**src/rtl/uart_pkg.sv**
```systemverilog
// Shared UART transmitter definitions: frame FSM states, parity-mode codes and
// bit-period divider helpers.
package uart_pkg;

    typedef enum logic [2:0] {
        IDLE,
        START,
        DATA,
        PARITY,
        STOP
    } uart_state_t;

    localparam int unsigned PARITY_NONE = 0;
    localparam int unsigned PARITY_ODD  = 1;
    localparam int unsigned PARITY_EVEN = 2;

    function automatic int unsigned baud_div(input int unsigned clk_hz, input int unsigned baud);
        return clk_hz / baud;
    endfunction

    function automatic int unsigned baud_cnt_width(input int unsigned clk_hz, input int unsigned baud);
        int unsigned div;
        div = clk_hz / baud;
        return (div < 2) ? 1 : $clog2(div);
    endfunction

endpackage

```
**src/rtl/uart_baud_tick.sv**
```systemverilog
// Bit-period timer: counts DIV clocks while enabled and pulses o_tick on the
// last clock of each period; i_restart holds the count at zero.
module uart_baud_tick #(
    parameter int unsigned DIV = 5208,
    parameter int unsigned CW  = 13
) (
    input  logic clk_50M,
    input  logic reset_n,
    input  logic i_restart,
    input  logic i_enable,
    output logic o_tick
);

    logic [CW-1:0] r_cnt;
    logic          w_wrap;

    assign w_wrap = (r_cnt == CW'(DIV - 1));
    assign o_tick = i_enable && w_wrap;

    always_ff @(posedge clk_50M or negedge reset_n) begin
        if (!reset_n) begin
            r_cnt <= '0;
        end else if (i_restart) begin
            r_cnt <= '0;
        end else if (i_enable) begin
            r_cnt <= w_wrap ? '0 : r_cnt + 1'b1;
        end
    end

endmodule

```
**src/rtl/uart_tx_core.sv**
```systemverilog
// UART transmitter: start / data (LSB first) / optional parity / stop bits.
// Define UART_TX_FIFO_EN to place a FIFO_DEPTH-entry queue in front of the shifter.
module uart_tx_core
    import uart_pkg::*;
#(
    parameter int unsigned CLK_HZ      = 50000000,
    parameter int unsigned BAUD        = 9600,
    parameter int unsigned DATA_BITS   = 8,
    parameter int unsigned PARITY_MODE = 0,
    parameter int unsigned STOP_BITS   = 1,
    parameter int unsigned FIFO_DEPTH  = 4
) (
    input  logic                 clk_50M,
    input  logic                 reset_n,
    input  logic                 tx_valid,
    input  logic [DATA_BITS-1:0] tx_data,
    output logic                 tx_ready,
    output logic                 busy,
    output logic                 uart_txd
);

    localparam int unsigned DIV       = baud_div(CLK_HZ, BAUD);
    localparam int unsigned CW        = baud_cnt_width(CLK_HZ, BAUD);
    localparam logic [3:0]  LAST_DATA = 4'(DATA_BITS - 1);
    localparam logic [3:0]  LAST_STOP = 4'(STOP_BITS - 1);

    uart_state_t          r_state, w_state_nxt;
    logic [DATA_BITS-1:0] r_shift, w_load_data;
    logic [3:0]           r_bitcnt;
    logic                 r_par, r_rst_done;
    logic                 w_tick, w_ready, w_push, w_avail, w_load, w_queued, w_txd;

`ifdef UART_TX_FIFO_EN
    localparam int unsigned AW = $clog2(FIFO_DEPTH);

    logic [DATA_BITS-1:0] r_mem [FIFO_DEPTH];
    logic [AW-1:0]        r_wr_ptr, r_rd_ptr;
    logic [AW:0]          r_count;
    logic                 w_empty, w_full, w_wr, w_rd;

    assign w_empty  = (r_count == '0);
    assign w_full   = (r_count == (AW+1)'(FIFO_DEPTH));
    assign w_ready  = r_rst_done && !w_full;
    assign w_push   = tx_valid && w_ready;
    assign w_avail  = !w_empty || w_push;
    assign w_queued = !w_empty;
    // An empty queue is bypassed so the start bit still follows the transfer edge by one clock.
    assign w_load_data = w_empty ? tx_data : r_mem[r_rd_ptr];
    assign w_wr        = w_push && !(w_load && w_empty);
    assign w_rd        = w_load && !w_empty;

    always_ff @(posedge clk_50M or negedge reset_n) begin
        if (!reset_n) begin
            r_wr_ptr <= '0;
            r_rd_ptr <= '0;
            r_count  <= '0;
        end else begin
            if (w_wr) r_wr_ptr <= r_wr_ptr + 1'b1;
            if (w_rd) r_rd_ptr <= r_rd_ptr + 1'b1;
            case ({w_wr, w_rd})
                2'b10:   r_count <= r_count + 1'b1;
                2'b01:   r_count <= r_count - 1'b1;
                default: r_count <= r_count;
            endcase
        end
    end

    always_ff @(posedge clk_50M) begin
        if (w_wr) r_mem[r_wr_ptr] <= tx_data;
    end
`else
    logic w_unused_depth;

    // FIFO_DEPTH has no effect without the queue.
    assign w_unused_depth = ^FIFO_DEPTH;
    assign w_ready        = r_rst_done && (r_state == IDLE);
    assign w_push         = tx_valid && w_ready;
    assign w_avail        = w_push;
    assign w_queued       = 1'b0;
    assign w_load_data    = tx_data;
`endif

    uart_baud_tick #(
        .DIV (DIV),
        .CW  (CW)
    ) u_baud_tick (
        .clk_50M   (clk_50M),
        .reset_n   (reset_n),
        .i_restart (r_state == IDLE),
        .i_enable  (r_state != IDLE),
        .o_tick    (w_tick)
    );

    always_comb begin
        w_state_nxt = r_state;
        w_load      = 1'b0;
        case (r_state)
            IDLE: begin
                if (w_avail) begin
                    w_state_nxt = START;
                    w_load      = 1'b1;
                end
            end
            START: begin
                if (w_tick) w_state_nxt = DATA;
            end
            DATA: begin
                if (w_tick && r_bitcnt == LAST_DATA)
                    w_state_nxt = (PARITY_MODE != PARITY_NONE) ? PARITY : STOP;
            end
            PARITY: begin
                if (w_tick) w_state_nxt = STOP;
            end
            STOP: begin
                if (w_tick && r_bitcnt == LAST_STOP) begin
                    if (w_avail) begin
                        w_state_nxt = START;
                        w_load      = 1'b1;
                    end else begin
                        w_state_nxt = IDLE;
                    end
                end
            end
            default: w_state_nxt = IDLE;
        endcase
    end

    always_ff @(posedge clk_50M or negedge reset_n) begin
        if (!reset_n) begin
            r_state    <= IDLE;
            r_bitcnt   <= '0;
            r_shift    <= '0;
            r_par      <= 1'b0;
            r_rst_done <= 1'b0;
        end else begin
            r_rst_done <= 1'b1;
            r_state    <= w_state_nxt;
            if (w_state_nxt != r_state)
                r_bitcnt <= '0;
            else if (w_tick && (r_state == DATA || r_state == STOP))
                r_bitcnt <= r_bitcnt + 1'b1;
            if (w_load) begin
                r_shift <= w_load_data;
                r_par   <= (PARITY_MODE == PARITY_ODD) ? ~^w_load_data : ^w_load_data;
            end else if (w_tick && r_state == DATA) begin
                r_shift <= r_shift >> 1;
            end
        end
    end

    always_comb begin
        w_txd = 1'b1;
        case (r_state)
            START:   w_txd = 1'b0;
            DATA:    w_txd = r_shift[0];
            PARITY:  w_txd = r_par;
            default: w_txd = 1'b1;
        endcase
    end

    assign uart_txd = w_txd;
    assign tx_ready = w_ready;
    assign busy     = (r_state != IDLE) || w_queued;

endmodule

```
**config.mk**
```make
export PLATFORM = sky130hd
export DESIGN_NAME = uart_tx_core
export DESIGN_NICKNAME = d
export VERILOG_FILES = /design/src/rtl/uart_pkg.sv /design/src/rtl/uart_baud_tick.sv /design/src/rtl/uart_tx_core.sv
export SDC_FILE = /design/constraint.sdc
export NUM_CORES = 1
export LEC_CHECK = 0
export ABC_AREA = 1
export BUFFER_PORTS_ARGS = -buffer_cell sky130_fd_sc_hd__buf_4
export CORE_UTILIZATION = 40
export DETAILED_ROUTE_END_ITERATION = 12
export PLACE_DENSITY_LB_ADDON = 0.3
export SLEW_MARGIN = 20
export SYNTH_ARGS = -nofsm -noshare
export SYNTH_HDL_FRONTEND = slang
export SYNTH_SLANG_ARGS = --single-unit
```
**constraint.sdc**
```tcl
create_clock -name clk_50M -period 2.3 [get_ports clk_50M]
set_input_delay 0.345 -clock clk_50M [delete_from_list [all_inputs] [get_ports clk_50M]]
set_output_delay 0.345 -clock clk_50M [all_outputs]
set_load 0.05 [all_outputs]
```
==> flow_summary.toml <==
[layout]
area_delta_synth_final_pct = 13.46
drive_gt1_share_pct = 18.88
postLayoutCellArea_sq_um = 1941
diodes = 0
nNetsFinal = 247

[worst_setup_path]
critical-path-max-stage-delay_ns = 0.47
crit_family = "flip-flops"
cp_max_fo = 7
critPathLaunchType = "register"
crit_path_cell_trace = "nor2_1 -> nand3_1 -> o21ai_0 -> buf_4"
cp.arrival_ns = 1.46
cp-end-kind = "output port"
crit_slowest_cell = "dfrtp_1"
path_buf_inv = 1
cp.required_ns = 1.96
path_class = "register to output port"

[grt]
grt_pass1_wl_mm = 5.485
grtUsageTotal_pct = 16.40
grt_max_degree = 31
grt_antenna_before_repair = 0
grt_overflow = 0
grt_pass1_vias = 1254

[synth]
synth_edf_count = 0
yosysUniqueCellTypes = 29
muxShareOfSynthArea_pct = 0
synth_top_flop_cell = "dfrtp_1"
synth_xor_area_share_pct = 5.121
async_flop_share_pct = 100.0
yosys_register_bits = 30
synth.cell_area_sq_um = 1710
synthesis.nets = 228
ys_warn_count = 0
seq_area_frac_synth_pct = 43.89
synth_top_family_by_area = "simple AND/OR/NAND/NOR gates"
synth_fa_ha_area_share_pct = 2.195
synth_compound_area_share_pct = 9.729
syn_inst = 214
synth-simple-area-share_pct = 31.75
avgSynthCellArea_sq_um = 7.992

[route]
routed_wl_mm = 3.033
vias_per_cell = 4.753
drtIter0Drc = 42
drtPass1Iterations = 4
wl_per_cell_um = 10.72
ant_nets = 0
vias = 1345
route.detailed.drc = 0

[clock_network]
post_cts_resized = 0
cts_tree = "done"
postCtsSetupBuffers = 0
h-tree-depth = 2
clock_latency_ns = 0.27
clock_tree.buffer_depth = 2
clock-sinks = 30
clkTransAtPathRegs_ns = 0.06
cts-root-buf = "clkbuf_8"
cts_made_buffers = 5

[flow_run]
drv_cap = 0

[timing]
period_minus_slack_ns = 1.807
final.period_utilization_pct = 78.58
setup_viol = 0
worst_clock_skew_ns = 0.002496
hold_violations = 0
tns_ns = 0
fmax_ghz = 0.5533
rsz0062_at_grt = "no"
drv_slew = 0

[floorplan]
die_x_um = 67.39
core_sq_um = 4058
start_util_pct = 42.15
io_pins = 14
row_count = 23
die_height_um = 67.39
dieArea_sq_um = 4541

[placed_design]
port_buffers = 13
placedInstanceArea_sq_um = 1854
hpwl_mm = 2.303
place.gp.congestion = 0.7761

[pwr]
leakagePower_nw = 0.9183
power_density_nw_per_um2 = 495.7
vdd_drop_max_mv = 0.3170

[min_path]
hp-class = "primary input to register"

[outcome]
status = "complete, no violations"
## stage by stage
step / cells / hold WS (ns) / setup WS (ns) / total power, mW / utilization (%)
2_1_floorplan: 214 / 0.04941 / 0.2176 / 0.5585 / -
4_1_cts: 283 / 0.3123 / 0.4632 / 0.9763 / 47.83
3_3_place_gp: 275 / 0.2977 / 0.5502 / 0.5878 / 45.70
5_1_grt: 283 / 0.3457 / 0.3331 / 1.007 / 47.83
3_5_place_dp: 275 / 0.2932 / 0.6282 / 0.5881 / 45.70
6_report: 283 / 0.3161 / 0.4927 / 0.9619 / 47.83
## sequential cells by signal, summed over array words and instances (netlist names)
register           cells
r_rst_done             1
r_state                3
r_shift                8
r_bitcnt               4
u_baud_tick.r_cnt     13
r_par                  1
## cell usage after synthesis, types with 2 or more instances
| library cell | n | area (sq um) |
|---|---|---|
| nand2_1 | 47 | 176.4 |
| ha_1 | 3 | 37.54 |
| nor3b_1 | 3 | 22.52 |
| a31oi_1 | 6 | 37.54 |
| xor2_1 | 3 | 26.28 |
| xnor2_1 | 7 | 61.31 |
| inv_2 | 7 | 26.28 |
| nor2_2 | 5 | 31.28 |
| inv_1 | 21 | 78.83 |
| dfrtp_1 | 30 | 750.7 |
| a21oi_1 | 5 | 25.02 |
| nand2_4 | 2 | 22.52 |
| nand2_2 | 3 | 18.77 |
| nor2_4 | 5 | 56.30 |
| nand3_1 | 10 | 50.05 |
| nor3_1 | 3 | 15.01 |
| o21ai_1 | 2 | 10.01 |
| nor2_1 | 30 | 112.6 |
| nand4_1 | 3 | 18.77 |
| o21ai_0 | 10 | 50.05 |
## cells in the final DEF, fill, tap and decap left out, types with 2 or more instances in the layout
master    instances
clkbuf_1          2
xor2_1            3
a21oi_1           5
o21ai_1           2
nand2_2           3
nor3b_1           3
xnor2_1           7
a31oi_1           6
nor2_1           30
clkbuf_8          5
nor3_1            3
inv_2             7
dfrtp_1          30
inv_1            21
ha_1              3
buf_4            13
nor2_2            5
nand2_1          47
nand2_4           2
nand3_1          10
o21ai_0          10
nor2_4            5
nand4_1           3
## layout make-up
cell class | count | area [sq um]
clock buffers | 7 | 76.32
multi-input cells | 154 | 838.3
fillers | 410 | 2117
flip-flops and latches | 30 | 750.7
well taps | 50 | 62.56
inverters | 28 | 105.1
repair buffers | 14 | 107.6
## cells by family after synthesis
logic type | after synthesis
AND/OR/NAND/NOR | 113
XOR/XNOR | 10
adder cells (fa/ha/maj) | 3
flip-flops | 30
buffers and inverters | 30
other | 1
AO/OA/AOI/OAI | 27
## routing by layer
| layer | track usage, % | share of wire [%] | up-vias |
|---|---|---|---|
| li1 | - | - | 715 |
| met5 | 0 | 0 | - |
| met1 | 21.94 | 52 | 608 |
| met3 | 5.574 | 3.9 | 2 |
| met2 | 25.00 | 43 | 20 |
| met4 | 4.787 | 0.76 | 0 |
## final timing paths
path / slack (ns) / cells after the start / end / start
max in group asynchronous: 1.49 / 2 / r_bitcnt[2] / reset_n
min in group asynchronous: 0.54 / 2 / u_baud_tick.r_cnt[6] / reset_n
hold reg to reg: 0.46 / 1 / u_baud_tick.r_cnt[0] / u_baud_tick.r_cnt[0]
setup / recovery: 0.49 / 4 / uart_txd / r_state[2]
setup reg to reg: 0.62 / 10 / r_bitcnt[1] / u_baud_tick.r_cnt[0]
hold / removal: 0.32 / 3 / r_shift[7] / tx_data[7]
## worst reg2reg max path: cells and delay by family, from the launching register on
kind	cells	cell delay [ns]
and+or+nand+nor	7	0.90
adders and majority gates	1	0.20
AOI/OAI and AO/OA	1	0.08
buffers and inverters	1	0.05
DFF	1	0.37
## power breakdown
group / switching [mW] / internal (mW)
Sequential: 0.000400 / 0.529
Combinational: 0.0252 / 0.0247
Clock: 0.175 / 0.208
## what timing repair did
item | 4_1_cts | 5_1_grt
endpoints found under the setup margin | 0 | 0
hold buffers | 1 | 0
endpoints found under the hold margin | 5 | 0
Note: power is estimated with default switching activity, not from simulation.
